File: config.mk
export PLATFORM = sky130hd
export DESIGN_NAME = fetch_stage
export DESIGN_NICKNAME = d
export VERILOG_FILES = /design/src/rtl/riscv_pkg.sv /design/src/rtl/if_id_register.sv /design/src/rtl/fetch_stage.sv
export SDC_FILE = /design/constraint.sdc
export NUM_CORES = 1
export LEC_CHECK = 0
export CAP_MARGIN = 20
export CELL_PAD_IN_SITES_DETAIL_PLACEMENT = 1
export CELL_PAD_IN_SITES_GLOBAL_PLACEMENT = 1
export CORE_AREA = 2 2 131 159
export DETAILED_ROUTE_END_ITERATION = 16
export DIE_AREA = 0 0 133 161
export GPL_TIMING_DRIVEN = 0
export PLACE_DENSITY = 0.75
export SYNTH_ARGS = -nofsm -noshare
export SYNTH_HDL_FRONTEND = slang
export SYNTH_SLANG_ARGS = --single-unit
File: constraint.sdc
create_clock -name clk -period 7.3 [get_ports clk]
set_input_delay 2.19 -clock clk [delete_from_list [all_inputs] [get_ports clk]]
set_output_delay 2.19 -clock clk [all_outputs]
set_load 0.005 [all_outputs]
File: src/rtl/riscv_pkg.sv
// Shared fetch-stage types and constants for the RV32I core.
// Holds the NOP encoding used for IF/ID bubbles and the fetch FSM states.
package riscv_pkg;

  localparam int          DEFAULT_DATA_WIDTH = 32;
  localparam logic [31:0] NOP_INSTR          = 32'h0000_0013;

  typedef enum logic [1:0] {
    REQ  = 2'd0,
    WAIT = 2'd1,
    HOLD = 2'd2
  } fetch_state_t;

endpackage

File: src/rtl/if_id_register.sv
// IF/ID pipeline register: loads a fetched instruction or a bubble, holds when disabled.
// Latency: 1 cycle. Backpressure: i_en low holds contents; i_flush overrides and loads a bubble.
// Reset: asynchronous, active-high, to a bubble.
module if_id_register
  import riscv_pkg::*;
#(
  parameter int DATA_WIDTH = DEFAULT_DATA_WIDTH
) (
  input  logic                  clk,
  input  logic                  rst,
  input  logic                  i_en,
  input  logic                  i_flush,
  input  logic                  i_vld,
  input  logic [DATA_WIDTH-1:0] i_instr,
  input  logic [DATA_WIDTH-1:0] i_pc,
  input  logic [DATA_WIDTH-1:0] i_pcplus4,
  output logic [DATA_WIDTH-1:0] o_instr,
  output logic [DATA_WIDTH-1:0] o_pc,
  output logic [DATA_WIDTH-1:0] o_pcplus4,
  output logic                  o_vld
);

  localparam logic [DATA_WIDTH-1:0] NOP = DATA_WIDTH'(NOP_INSTR);

  logic [DATA_WIDTH-1:0] r_instr;
  logic [DATA_WIDTH-1:0] r_pc;
  logic [DATA_WIDTH-1:0] r_pcplus4;
  logic                  r_vld;

  // An enabled cycle with no instruction available loads a bubble so nothing executes twice.
  always_ff @(posedge clk or posedge rst) begin
    if (rst) begin
      r_instr   <= NOP;
      r_pc      <= '0;
      r_pcplus4 <= '0;
      r_vld     <= 1'b0;
    end else if (i_flush || (i_en && !i_vld)) begin
      r_instr   <= NOP;
      r_pc      <= '0;
      r_pcplus4 <= '0;
      r_vld     <= 1'b0;
    end else if (i_en) begin
      r_instr   <= i_instr;
      r_pc      <= i_pc;
      r_pcplus4 <= i_pcplus4;
      r_vld     <= 1'b1;
    end
  end

  assign o_instr   = r_instr;
  assign o_pc      = r_pc;
  assign o_pcplus4 = r_pcplus4;
  assign o_vld     = r_vld;

endmodule

File: src/rtl/fetch_stage.sv
// Instruction fetch: owns PCF, issues one outstanding imem request, drives IF/ID; FETCH_PERF_COUNTERS_EN adds counters.
// Latency: imem latency + 1 cycle request-to-IF/ID, so a 1-cycle memory yields 1 instruction per 2 cycles.
// Backpressure: StallFetch/StallDecode park a returned instruction in HoldBuf; FetchBusy flags nothing to advance.
module fetch_stage
  import riscv_pkg::*;
#(
  parameter int                    DATA_WIDTH = DEFAULT_DATA_WIDTH,
  parameter logic [DATA_WIDTH-1:0] RESET_PC   = '0
) (
  input  logic                  clk,
  input  logic                  rst,
  input  logic                  StallFetch,
  input  logic                  StallDecode,
  input  logic                  FlushDecode,
  input  logic                  PCSrcE,
  input  logic [DATA_WIDTH-1:0] PCTargetE,
  output logic                  ImemReqValid,
  output logic [DATA_WIDTH-1:0] ImemReqAddr,
  input  logic                  ImemReqReady,
  input  logic                  ImemRspValid,
  input  logic [DATA_WIDTH-1:0] ImemRspData,
  output logic [DATA_WIDTH-1:0] InstrD,
  output logic [DATA_WIDTH-1:0] PCD,
  output logic [DATA_WIDTH-1:0] PCPlus4D,
  output logic                  ValidD,
`ifdef FETCH_PERF_COUNTERS_EN
  output logic [31:0]           FetchCount,
  output logic [31:0]           BubbleCount,
  output logic [31:0]           DropCount,
`endif
  output logic                  FetchBusy
);

  localparam logic [DATA_WIDTH-1:0] PC_STEP    = DATA_WIDTH'(4);
  localparam logic [DATA_WIDTH-1:0] ALIGN_MASK = ~DATA_WIDTH'(3);

  fetch_state_t          r_state;
  fetch_state_t          w_state_nxt;
  logic [DATA_WIDTH-1:0] r_pcf;
  logic [DATA_WIDTH-1:0] w_pcf_nxt;
  logic [DATA_WIDTH-1:0] r_hold_buf;
  logic [DATA_WIDTH-1:0] w_hold_buf_nxt;
  logic                  r_drop;
  logic                  w_drop_nxt;
  logic                  r_req_en;
  logic                  w_req_fire;
  logic                  w_rsp_live;
  logic                  w_avail;
  logic                  w_load;
  logic                  w_outstanding;
  logic [DATA_WIDTH-1:0] w_pcf_plus4;

  assign w_pcf_plus4 = r_pcf + PC_STEP;
  assign w_req_fire  = ImemReqValid & ImemReqReady;
  assign w_rsp_live  = (r_state == WAIT) & ImemRspValid & ~r_drop;
  assign w_avail     = w_rsp_live | (r_state == HOLD);
  // A redirect cancels whatever is available this cycle, so it never reaches IF/ID.
  assign w_load      = w_avail & ~StallDecode & ~StallFetch & ~PCSrcE;
  assign w_outstanding = ((r_state == WAIT) & ~ImemRspValid) | ((r_state == REQ) & w_req_fire);

  always_ff @(posedge clk or posedge rst) begin
    if (rst) begin
      r_state    <= REQ;
      r_pcf      <= RESET_PC;
      r_hold_buf <= '0;
      r_drop     <= 1'b0;
      r_req_en   <= 1'b0;
    end else begin
      r_state    <= w_state_nxt;
      r_pcf      <= w_pcf_nxt;
      r_hold_buf <= w_hold_buf_nxt;
      r_drop     <= w_drop_nxt;
      r_req_en   <= 1'b1;
    end
  end

  always_comb begin
    w_state_nxt    = r_state;
    w_pcf_nxt      = r_pcf;
    w_hold_buf_nxt = r_hold_buf;
    w_drop_nxt     = r_drop;
    case (r_state)
      REQ: begin
        if (w_req_fire) w_state_nxt = WAIT;
      end
      WAIT: begin
        if (ImemRspValid) begin
          w_drop_nxt = 1'b0;
          if (r_drop) begin
            w_state_nxt = REQ;
          end else if (w_load) begin
            w_state_nxt = REQ;
            w_pcf_nxt   = w_pcf_plus4;
          end else begin
            w_hold_buf_nxt = ImemRspData;
            w_state_nxt    = HOLD;
          end
        end
      end
      HOLD: begin
        if (w_load) begin
          w_state_nxt = REQ;
          w_pcf_nxt   = w_pcf_plus4;
        end
      end
      default: w_state_nxt = REQ;
    endcase
    // Redirect wins over everything; an in-flight request is tagged so its response is discarded.
    if (PCSrcE) begin
      w_pcf_nxt   = PCTargetE & ALIGN_MASK;
      w_drop_nxt  = w_outstanding;
      w_state_nxt = w_outstanding ? WAIT : REQ;
    end
  end

  assign ImemReqValid = r_req_en & (r_state == REQ);
  assign ImemReqAddr  = r_pcf;
  assign FetchBusy    = ~w_avail;

  if_id_register #(
    .DATA_WIDTH(DATA_WIDTH)
  ) u_if_id (
    .clk      (clk),
    .rst      (rst),
    .i_en     (~StallDecode),
    .i_flush  (FlushDecode),
    .i_vld    (w_load),
    .i_instr  ((r_state == HOLD) ? r_hold_buf : ImemRspData),
    .i_pc     (r_pcf),
    .i_pcplus4(w_pcf_plus4),
    .o_instr  (InstrD),
    .o_pc     (PCD),
    .o_pcplus4(PCPlus4D),
    .o_vld    (ValidD)
  );

`ifdef FETCH_PERF_COUNTERS_EN
  logic [31:0] r_fetch_cnt;
  logic [31:0] r_bubble_cnt;
  logic [31:0] r_drop_cnt;
  logic        w_rsp_discard;

  assign w_rsp_discard = (r_state == WAIT) & ImemRspValid & (r_drop | PCSrcE);

  always_ff @(posedge clk or posedge rst) begin
    if (rst) begin
      r_fetch_cnt  <= '0;
      r_bubble_cnt <= '0;
      r_drop_cnt   <= '0;
    end else begin
      if (w_load && !FlushDecode) r_fetch_cnt <= r_fetch_cnt + 32'd1;
      if (FetchBusy) r_bubble_cnt <= r_bubble_cnt + 32'd1;
      if (w_rsp_discard) r_drop_cnt <= r_drop_cnt + 32'd1;
    end
  end

  assign FetchCount  = r_fetch_cnt;
  assign BubbleCount = r_bubble_cnt;
  assign DropCount   = r_drop_cnt;
`endif

endmodule

---- Yosys cells after proc, flatten, opt, wreduce, memory -nomap -nowiden ----
Cells that the tools add are included.
word-level totals
  output and inout port bits .............. 131
  bits of input ports ..................... 72
  register bits ........................... 165
  memory bits (writable) .................. 0
  memories ................................ 0
  bits in latches ......................... 0
  logic and storage cells ................. 71
  memory bits (read-only) ................. 0
cells by class
  div/mod/pow operators ................... 0
  multiplexer cells ....................... 25
  bitwise operators ....................... 18
  shift-type cells ........................ 0
  eq/ne operators ......................... 7
  magnitude comparators ................... 0
  multiply operators ...................... 0
  add/subtract/negate cells ............... 1
  reduce and logical (&&, ||, !) cells .... 11
operators with widths
  kind                   number
  $mux 32                11
  $pmux 32 s2            1
  $add 32x3->32 const B  1
  $mux 2                 6
  $and 1x1->1            9
  $ne 3x3->1 const B     3
  $not 1->1              7
  $mux 1                 6
  $pmux 2 s3             1
  $reduce_and 3->1       2
  $reduce_and 4->1       1
  $reduce_bool 2->1      2
  $ne 3x2->1 const B     1
  $reduce_bool 3->1      1
  $eq 2x1->1 const B     1
  $eq 2x2->1 const B     1
  $logic_not 2->1        1
  $ne 2x1->1 const B     1
  $or 1x1->1             2
  $reduce_and 2->1       1
  $logic_and 1x1->1      1
  $logic_not 1->1        1
  $logic_or 1x1->1       1

---- Longest topological paths before layout ----
  depth after elaboration ................. 12
  mapped depth ............................ 7
  mapped depth without buffers ............ 6

---- Cells and area by module ----
A second synthesis with hierarchy kept.
second synthesis, totals
  cell total of the unflattened synthesis .. 824
  area total of the unflattened synthesis .. 8130.3 µm²
by module, submodules not included
  module          instances  cells each  area each (µm²)  seq. area each (µm²)
  fetch_stage     1          489         4179.0           1651.6
  if_id_register  1          335         3951.3           2431.1

---- Worst setup path before layout ----
No wires, ideal clock.
  kind .................................... input to output
  start point ............................. input port ImemRspValid
  end point ............................... output port FetchBusy
  arrival time ............................ 2.571 ns
  slack ................................... 2.539 ns
  buffers on the path ..................... 0
  stages on the path ...................... 2
  cell sequence ........................... and4bb_2 > nor2_1
on the way
  word-level cells in the longest chain between the ends .. 4
RTL lines
  item                       RTL line            RTL
  start, declared            fetch_stage.sv:20   input logic ImemRspValid,
  $and 1x1->1 (2 in series)  fetch_stage.sv:55   assign w_rsp_live = (r_state == WAIT) & ImemRspValid & ~r_drop;
  $or 1x1->1                 fetch_stage.sv:56   assign w_avail = w_rsp_live | (r_state == HOLD);
  $not 1->1                  fetch_stage.sv:118  assign FetchBusy = ~w_avail;
  end, declared              fetch_stage.sv:31   output logic FetchBusy
No other way between the ends.

---- Final worst setup path ----
Same ends and word-level chain as after synthesis.

==> metrics.md <==
| Metric | Value |
|---|---|
| Max capacitance violation total | `0` |
| Sequential fraction of the synthesis area | `around 55%` |
| Worst path required time | `slightly above 5000 ps` |
| Share of cells above drive strength 1 | `10.7%` |
| Hold Crit Class | `register to register` |
| Chip Width | `approximately 130 um` |
| Final setup viols | `0` |
| Clk root buf | `clkbuf_16` |
| Setup Skew | `around 10 ps` |
| Largest net degree at the start of global routing | `81` |
| First-pass GRT wire length | `~37,000 um` |
| H-tree depth | `4` |
| DIE AREA | `21,400 um^2` |
| Unrepaired setup endpoints after global routing | `no` |
| Worst-Margin Slew | `roughly 900 ps` |
| Synth cell types | `between 40 and 50` |
| Critical path type | `primary input to primary output` |
| Ys async rst share | `100%` |
| Syn avg cell area | `10.7 um^2` |
| Post-CTS sizing | `0` |
| Final hold vios | `0` |
| # rows | `57` |
| Hold Path Stages | `2` |
| Fillers | `2,204` |
| Die height | `161 um` |
| Synth top area cells | `dfrtp_1 (54%), nand2_1 (5.9%), o21ai_0 (5.6%), mux2_2 (5.1%), mux2i_1 (4.2%)` |
| Number of flops mapped to enable cells by yosys | `0` |
| Buffers on Ports | `slightly below 200` |
| Clock Latency Late Sink | `430 ps` |
| Crit Path Max Fanout | `4` |
| Initial DRC count | `232` |
| Placed Instances | `1,139` |
| CTS max path bufs | `2` |
| Crit path launch type | `primary input` |
| Final Critical Period | `between 5000 and 6000 ps` |
| Worst reg-to-reg path cell count | `7` |
| WL per Instance | `approximately 20 um` |
| Syn Std Cell Area | `7230 um^2` |
| Worst-path clk slew | `~60 ps` |
| Vias in the first global route | `between 6k and 7k` |
| Via density per instance | `5.05` |
| Vias | `just under 6k` |
| CTS tree | `yes` |
| Setup Buffers After CTS | `0` |
| HP Start | `u_if_id.o_pcplus4[29]$_DFFE_PP0P_` |
| Worst Hold Endpoint | `u_if_id.o_pcplus4[29]$_DFFE_PP0P_` |
| Layout Cells excl Fill | `1,171` |
| Cell taking the most area after synthesis | `dfrtp_1` |
| Initial antenna violation count | `0` |
| Max IR drop VDD | `approximately 0.15 mV` |
| Final nets | `just under 1k` |
| Final WS setup | `between 1000 and 1500 ps` |
| WL final | `roughly 23,000 um` |
| Routed Antenna Nets | `0` |
| Worst flop-to-flop path endpoint | `ImemReqAddr[22]$_DFFE_PP0P_` |
| Warning count from the yosys run | `0` |
| CTS Hold Bufs | `0` |
| Worst reg2reg path startpoint | `ImemReqAddr[2]$_DFFE_PP0P_` |
| Synth Flop Type | `dfrtp_1` |
| Remaining global-route overflow | `0` |
| Final Cycle Share | `80.6%` |
| Slew margin rel. | `around two fifths` |
| Synth Instances | `674` |
| Total track usage | `about 22%` |
| ANT cells | `0` |
| DRC Markers | `0` |
| Leakage Power | `0.00435 uW` |
| Final GP Congestion | `roughly 0.8` |
| CORE AREA | `19,900 um^2` |
| CTS Buf Count | `17` |
| Initial Utilization | `roughly 36%` |
| Drt first pass iters | `4` |
| TritonCTS Sinks | `159` |
| Critical path arrival | `between 3000 and 4000 ps` |
| Slew Viols, Final | `0` |
| Crit path capture type | `primary output` |
| Outcome | `complete, no violations` |
| Final HPWL DP | `about 17,000 um` |
| Area grow syn2layout | `40.8%` |
| Reg2reg setup slack | `between 4000 and 5000 ps` |
| Fmax | `around 0.17 GHz` |
| Post-synthesis register bit count | `159` |
| Area share of the largest cell type after synthesis | `between 50% and 60%` |
| Dpl ws | `about 1400 ps` |
| # IOs | `slightly above 200` |
| PwrDens | `228 nW/um^2` |
==> placed cells by master, fill, tap and decap left out, drive strengths merged <==
master,n
a31oi,3
clkbuf,56
and3,6
nor3,13
dfrtp,156
o31a,1
mux2,33
conb,7
o211a,1
and4,4
clkdlybuf4s50,194
nand4,12
nand3,18
mux2i,30
nor4,7
nor3b,1
o21ai,90
clkinv,2
nand2,114
inv,8
clkinvlp,2
or4,1
dfstp,3
nor2b,1
a22o,31
bufinv,3
ha,1
nand2b,2
a21oi,1
and4b,1
nand3b,1
xnor2,28
and2b,1
and4bb,1
or3,2
o21a,1
xor2,29
and2,2
nor2,19
buf,20
==> flip-flops by register name (all words and copies together), names as in the netlist <==
signal             count
u_if_id.o_pcplus4     30
r_hold_buf            32
r_state                2
ImemReqAddr           30
u_if_id.o_instr       32
r_req_en               1
u_if_id.o_pc          30
u_if_id.o_vld          1
r_drop                 1
==> critical path, stage by stage <==
cell             delay (ps)
clkdlybuf4s50_1         450
and4bb_2                290
nor2_1                  180
clkdlybuf4s50_1         580
==> logic make-up (layout without fill, tap and decap cells) <==
logic type               Yosys count  in the layout  synth area share (%)
AO/OA/AOI/OAI                    128            128                  10.7
AND/OR/NAND/NOR                  206            206                  14.1
adder cells (fa/ha/maj)            1              1                 0.173
buffers and inverters             58            285                  3.60
XOR/XNOR                          57             57                  6.90
other                              2              7                 0.104
flip-flops                       159            159                  55.1
multiplexers                      63             63                  9.29
==> area by class of cell <==
type / count / area [um^2] / share of cell area, %
plain buffers: 57 / 256 / 2.52
clock buffers: 18 / 429 / 4.22
clock inverters: 14 / 194 / 1.90
inverters: 1 / 11.3 / 0.111
multi-input cells: 462 / 3010 / 29.5
flip-flops and latches: 159 / 3980 / 39.1
well taps: 265 / 332 / 3.26
repair buffers: 195 / 1970 / 19.3
==> synthesized netlist by cell type (all sizes together), types with 2 or more instances <==
library cell,n
a22o,31
a31oi,3
and2,2
and3,6
and4,4
buf,19
clkbuf,38
conb,2
dfrtp,156
dfstp,3
mux2,33
mux2i,30
nand2,114
nand2b,2
nand3,18
nand4,12
nor2,19
nor3,13
nor4,7
o21ai,90
or3,2
xnor2,28
xor2,29
==> through the flow <==
stage          utilization, %  TNS, ps  hold WS [ps]  total power [uW]  cell area (um^2)
2_1_floorplan               -        0           470              1240              7250
3_3_place_gp             47.9  -256310           459              1370              9520
3_5_place_dp             48.0        0           469              1400              9560
4_1_cts                  51.2        0           487              2350             10200
5_1_grt                  51.2        0           506              2430             10200
6_report                 51.2        0           481              2330             10200
==> worst max-delay path by stage <==
stage,start,to,cells past startpoint
global placement,rst,u_if_id.o_pc[3]$_DFFE_PP0P_,2
finish,ImemRspValid,FetchBusy,4
global route,ImemRspValid,FetchBusy,4
CTS,ImemRspValid,FetchBusy,4
detailed placement,ImemRspValid,FetchBusy,4
floorplan,rst,ImemReqAddr[10]$_DFFE_PP0P_,1
==> power breakdown <==
group          internal, uW  total (uW)  switching (uW)
sequential              985        1060            73.7
clock                   551         948             397
combinational           179         319             140
total                  1710        2330             611
==> per-layer routing <==
layer / global-route usage (%) / up-vias / share of wire [%]
li1: - / 2753 / -
met1: 27.1 / 2989 / 42
met2: 39.5 / 153 / 52
met3: 4.49 / 22 / 4.3
met4: 6.55 / 0 / 1.9
met5: 0 / - / 0
(Power assumes the default switching activity.)
==> variant 1 (config.mk and constraints unchanged) <==
`r_hold_buf` no longer has a reset.
--- a/src/rtl/fetch_stage.sv
+++ b/src/rtl/fetch_stage.sv
@@ -63,5 +63,4 @@
       r_state    <= REQ;
       r_pcf      <= RESET_PC;
-      r_hold_buf <= '0;
       r_drop     <= 1'b0;
       r_req_en   <= 1'b0;
@@ -69,8 +68,11 @@
       r_state    <= w_state_nxt;
       r_pcf      <= w_pcf_nxt;
-      r_hold_buf <= w_hold_buf_nxt;
       r_drop     <= w_drop_nxt;
       r_req_en   <= 1'b1;
     end
+  end
+
+  always_ff @(posedge clk) begin
+    r_hold_buf <= w_hold_buf_nxt;
   end
 
Function: no difference found for any inputs over 4 cycles, from zero or initial values and one cycle with rst high; that may be too few to reach the edited logic, so the function may still have changed.
==> variant 1 against the unedited design <==
Global-route usage is 0.57 points lower; cell area is 2.1% lower; synthesized area is 2.1% lower; non-clock buffer count is 1 lower; combinational power is 27% lower; wire length is 0.88% lower; sequential share of layout area is 2.5 points higher; sequential cell count stayed put; critical path depth stayed put; worst setup slack better by 0.032 ns; power is 12% lower; first-iteration DRC count is 24% higher; maximum frequency is 0.54% higher; clock skew is 0.00084 ns lower; highest routed layer unchanged.
==> variant 1: results (changes against the unedited design) <==
Routing
  • Vias post-DR: 5764 (-2.6%)
  • 1st-iter DRT viols: 288 (+24%)
  • Via/cell ratio: 5.03 (-0.55%)
  • Met2 Wirelength: 11.3 mm (-5.2%)
  • Mean routed wirelength per cell: 19.8 um (+1.2%)
  • Met3 WL: 1.26 mm (+28%)
  • Pre-Repair DR Iteration Count: 5 (+1)
  • Metal1 wirelength: 9.91 mm (+3.6%)

Pwr
  • P_int: 0.00153 W (-11%)
  • Part of the power in combinational logic: 0.113 (-0.024)
  • Comb. pwr: 0.000232 W (-27%)
  • Clock Power Share: 0.415 (+0.007)
  • Max VDD drop: 155 uV (+5.7%)
  • Leakage: 4.09 nW (-6.0%)

Layout
  • Diode count: 0 (unchanged)
  • # nets final: 942 (-2.5%)
  • Share of cells above drive strength 1: 0.0726 (-0.0345)

Global route
  • Met2 usage: 0.365 (-0.0301)
  • Total GRT Usage: 0.216 (-0.00570)
  • Grt met1 use: 0.276 (+0.00537)
  • First-pass GRT wire length: 35.7 mm (-3.1%)
  • GR Util met3: 0.0568 (+0.0119)
  • Largest net degree at the start of global routing: 91 (+12%)
  • Vias in the first global route: 6082 (-6.9%)

CTS
  • Max clock buf depth: 2 (unchanged)
  • H-tree Lvls: 4 (unchanged)
  • Clock latency on the worst-skew pair: approximately 0.42 ns

Placement
  • Dpl hpwl: 16.4 mm (-2.6%)
  • Placed insts: 1115 (-2.1%)
  • Post-DP Area: 9410 um^2 (-1.6%)
  • GPL Wtd Cong: 0.776 (-1.9%)

Synthesis
  • Adder-Cell Fraction of Synth Area: 0.00177 (+0.0000370)
  • Mux contribution to synthesized area: 0.0454 (-0.0475)
  • Mapped Cells: 650 (-3.6%)
  • Synth Area in Compound Gates: 0.117 (+0.00972)
  • Post-synth ARST share: 0.799 (-0.201)
  • Sequential area share after synthesis: 0.585 (+0.0344)
  • Synth Area in XOR/XNOR: 0.0656 (-0.00347)
  • Ranking of synthesized cells by area: dfrtp_1 44%, edfxtp_1 14%, o21ai_0 6.0%
  • Top cells by count, synth: 124 x dfrtp_1, 111 x nand2_1, 85 x o21ai_0, 39 x xnor2_1, 33 x clkbuf_1
  • Post-synth EDFFs: 32 (+32)

Timing
  • Fin Hold WS: 0.477 ns (-0.00413 ns)
  • Max transition margin: 0.414 (+0.0219)
  • Clock skew: 0.00951 ns (-0.000837 ns)

Setup path
  • Worst Reg2Reg Path Length in Cells: 5 (-2)
  • Crit-path max FO: 7 (+3)
  • R2r setup slk: 4.39 ns (-0.26 ns)
  • Worst r2r dst: r_hold_buf[6]
  • CP peak stage delay: 0.56 ns (-0.02 ns)
  • Reg2reg start: r_state[1]

Hold path
  • Min-Delay Startpoint: u_if_id.o_instr[5]
  • Hold Path Sink: u_if_id.o_instr[5]

Run status
  • Status: complete, no violations
-- variant 1: cell type report --
| cell class | instances | area [um^2] |
|---|---|---|
| buffer | 56 | 262 |
| multi-input combinational | 438 | 2690 |
| clock inverter | 11 | 77.6 |
| inverter | 2 | 12.5 |
| sequential | 159 | 4140 |
| fill | 2190 | 9930 |
| timing repair buffer | 195 | 1970 |
| tap | 265 | 332 |
| clock buffer | 21 | 482 |
-- variant 1: worst max-delay path, delay by kind of cell --
family,cells,cell delay (ns)
simple gates,2,0.46
buf+inv,2,1.01
-- variant 1: worst max path at each step --
stage                       startpoint               to  slack [ns]
after floorplan                    rst  ImemReqAddr[10]        1.73
after global placement             rst  ImemReqAddr[11]       -0.54
after detailed placement  ImemRspValid        FetchBusy        1.43
after CTS                 ImemRspValid        FetchBusy        1.42
after global routing      ImemRspValid        FetchBusy        1.37
final                     ImemRspValid        FetchBusy        1.45
==> variant 2 (config.mk and constraints unchanged) <==
Made on the original files. Set the package constant `DEFAULT_DATA_WIDTH` to 28 (it was 32).
--- a/src/rtl/riscv_pkg.sv
+++ b/src/rtl/riscv_pkg.sv
@@ -3,5 +3,5 @@
 package riscv_pkg;
 
-  localparam int          DEFAULT_DATA_WIDTH = 32;
+  localparam int          DEFAULT_DATA_WIDTH = 28;
   localparam logic [31:0] NOP_INSTR          = 32'h0000_0013;
 
Ports: changed (6 resized); port bits go from 203 to 179. The function was not compared with the original's and may differ.
==> variant 2 against the unedited design <==
Sequential cell count shrank 20; die area is the same; first-iteration DRC count shrank 6.5%; worst setup slack gained 0.13 ns; synthesized area shrank 12%; clock skew shrank 0.00097 ns; maximum frequency grew 2.2%; cell area shrank 12%; power shrank 13%; non-clock buffer count shrank 32; wire length shrank 13%.
==> variant 2: results (changes against the unedited design) <==
Synthesis
  • Synth Area in Compound Gates: 0.110 (+0.00245)
  • Ranking of synthesized cells by area: dfrtp_1 54%, nand2_1 6.0%, o21ai_0 5.4%
  • Sequential area share after synthesis: 0.548 (-0.00252)
  • Synth Area in XOR/XNOR: 0.0662 (-0.00285)
  • Top cells by count, synth: 136 x dfrtp_1, 101 x nand2_1, 68 x o21ai_0, 28 x mux2_2, 27 x xor2_1
  • Yosys cell types: 45 (-4.3%)
  • Mux contribution to synthesized area: 0.0906 (-0.00230)
  • Adder-Cell Fraction of Synth Area: 0.00197 (+0.000240)
  • Synth warnings: 0 (unchanged)

Timing
  • Tightest Pin Transition: 0.810 ns (-0.0942 ns)
  • Clock skew: 0.00938 ns (-0.000969 ns)

Run
  • Max Cap Viol: 0 (unchanged)

Global route
  • Largest net degree at the start of global routing: 75 (-7.4%)
  • First-pass GRT wire length: 31.7 mm (-14%)
  • Total GRT Usage: 0.193 (-0.0284)
  • Vias in the first global route: 5534 (-15%)

Pwr
  • Leakage: 3.81 nW (-13%)
  • Max VDD drop: 169 uV (+15%)

Placement
  • Dpl hpwl: 14.7 mm (-13%)
  • GPL Wtd Cong: 0.794 (+0.46%)
  • PortBufs: 170 (-12%)

Setup path
  • Crit-path max FO: 5 (+1)
  • Crit path from: ImemRspValid
  • Reg2reg start: ImemReqAddr[2]
  • Worst Reg2Reg Path Length in Cells: 6 (-1)

Hold path
  • Min-delay worst type: register to register
  • Min-Delay Path Depth: 2 (unchanged)
  • Min-Delay Startpoint: u_if_id.o_instr[20]

Layout
  • # nets final: 851 (-12%)
  • Fillcell total: 2222 (+0.82%)
  • Share of cells above drive strength 1: 0.123 (+0.0161)

CTS
  • CTS resizes: 0 (unchanged)
  • Clock latency on the worst-skew pair: 0.42 ns

Run status
  • Status: complete, no violations

Routing
  • Vias post-DR: 5140 (-13%)
  • Final WL: 19.9 mm (-13%)
  • 1st-iter DRT viols: 217 (-6.5%)
[variant 2: metrics by stage]
step           hold slack (ns)  setup WS (ns)  instances   util  cell area (um^2)
2_1_floorplan            0.471           1.39        596      -              6370
3_3_place_gp             0.461         -0.821       1031  0.422              8400
3_5_place_dp             0.470           1.53       1032  0.424              8440
4_1_cts                  0.483           1.52       1061  0.450              8960
5_1_grt                  0.515           1.45       1061  0.450              8960
6_report                 0.476           1.54       1061  0.450              8960
[variant 2: worst paths after layout]
path                                  endpoint  slack, ns
setup / recovery                     FetchBusy       1.54
max in group asynchronous   u_if_id.o_instr[4]       4.23
min in group asynchronous  u_if_id.o_instr[27]       2.26
hold / removal             u_if_id.o_instr[20]       0.48
hold reg to reg            u_if_id.o_instr[20]       0.48
setup reg to reg               ImemReqAddr[16]       4.68
[variant 2: worst max-delay path: stages]
cell             delay, ns
clkdlybuf4s50_1       0.45
and4bb_4              0.26
nor2_1                0.13
clkdlybuf4s50_1       0.54
[variant 2: routing by layer]
layer  up-vias  GRT usage  share of wire  wire, um
met3        14     0.0612          0.061      1220
met2       141      0.336           0.50     10000
li1       2423          -              -         -
met1      2562      0.229           0.42      8420
met4         0     0.0547          0.012       236
met5         -          0              0         0
[variant 2: power breakdown]
part	internal, W	total (W)	switching [W]
Clock	0.000469	0.000791	0.000322
Combinational	0.000167	0.000297	0.000130
Sequential	0.000869	0.000928	0.0000593
Total	0.00150	0.00202	0.000511
[variant 2: layout make-up]
type | instances | share of cell area
inverter | 4 | 0.00223
clock buffer | 21 | 0.0503
multi-input combinational | 404 | 0.294
tap | 265 | 0.0370
timing repair buffer | 171 | 0.193
buffer | 49 | 0.0263
clock inverter | 8 | 0.00824
sequential | 139 | 0.389
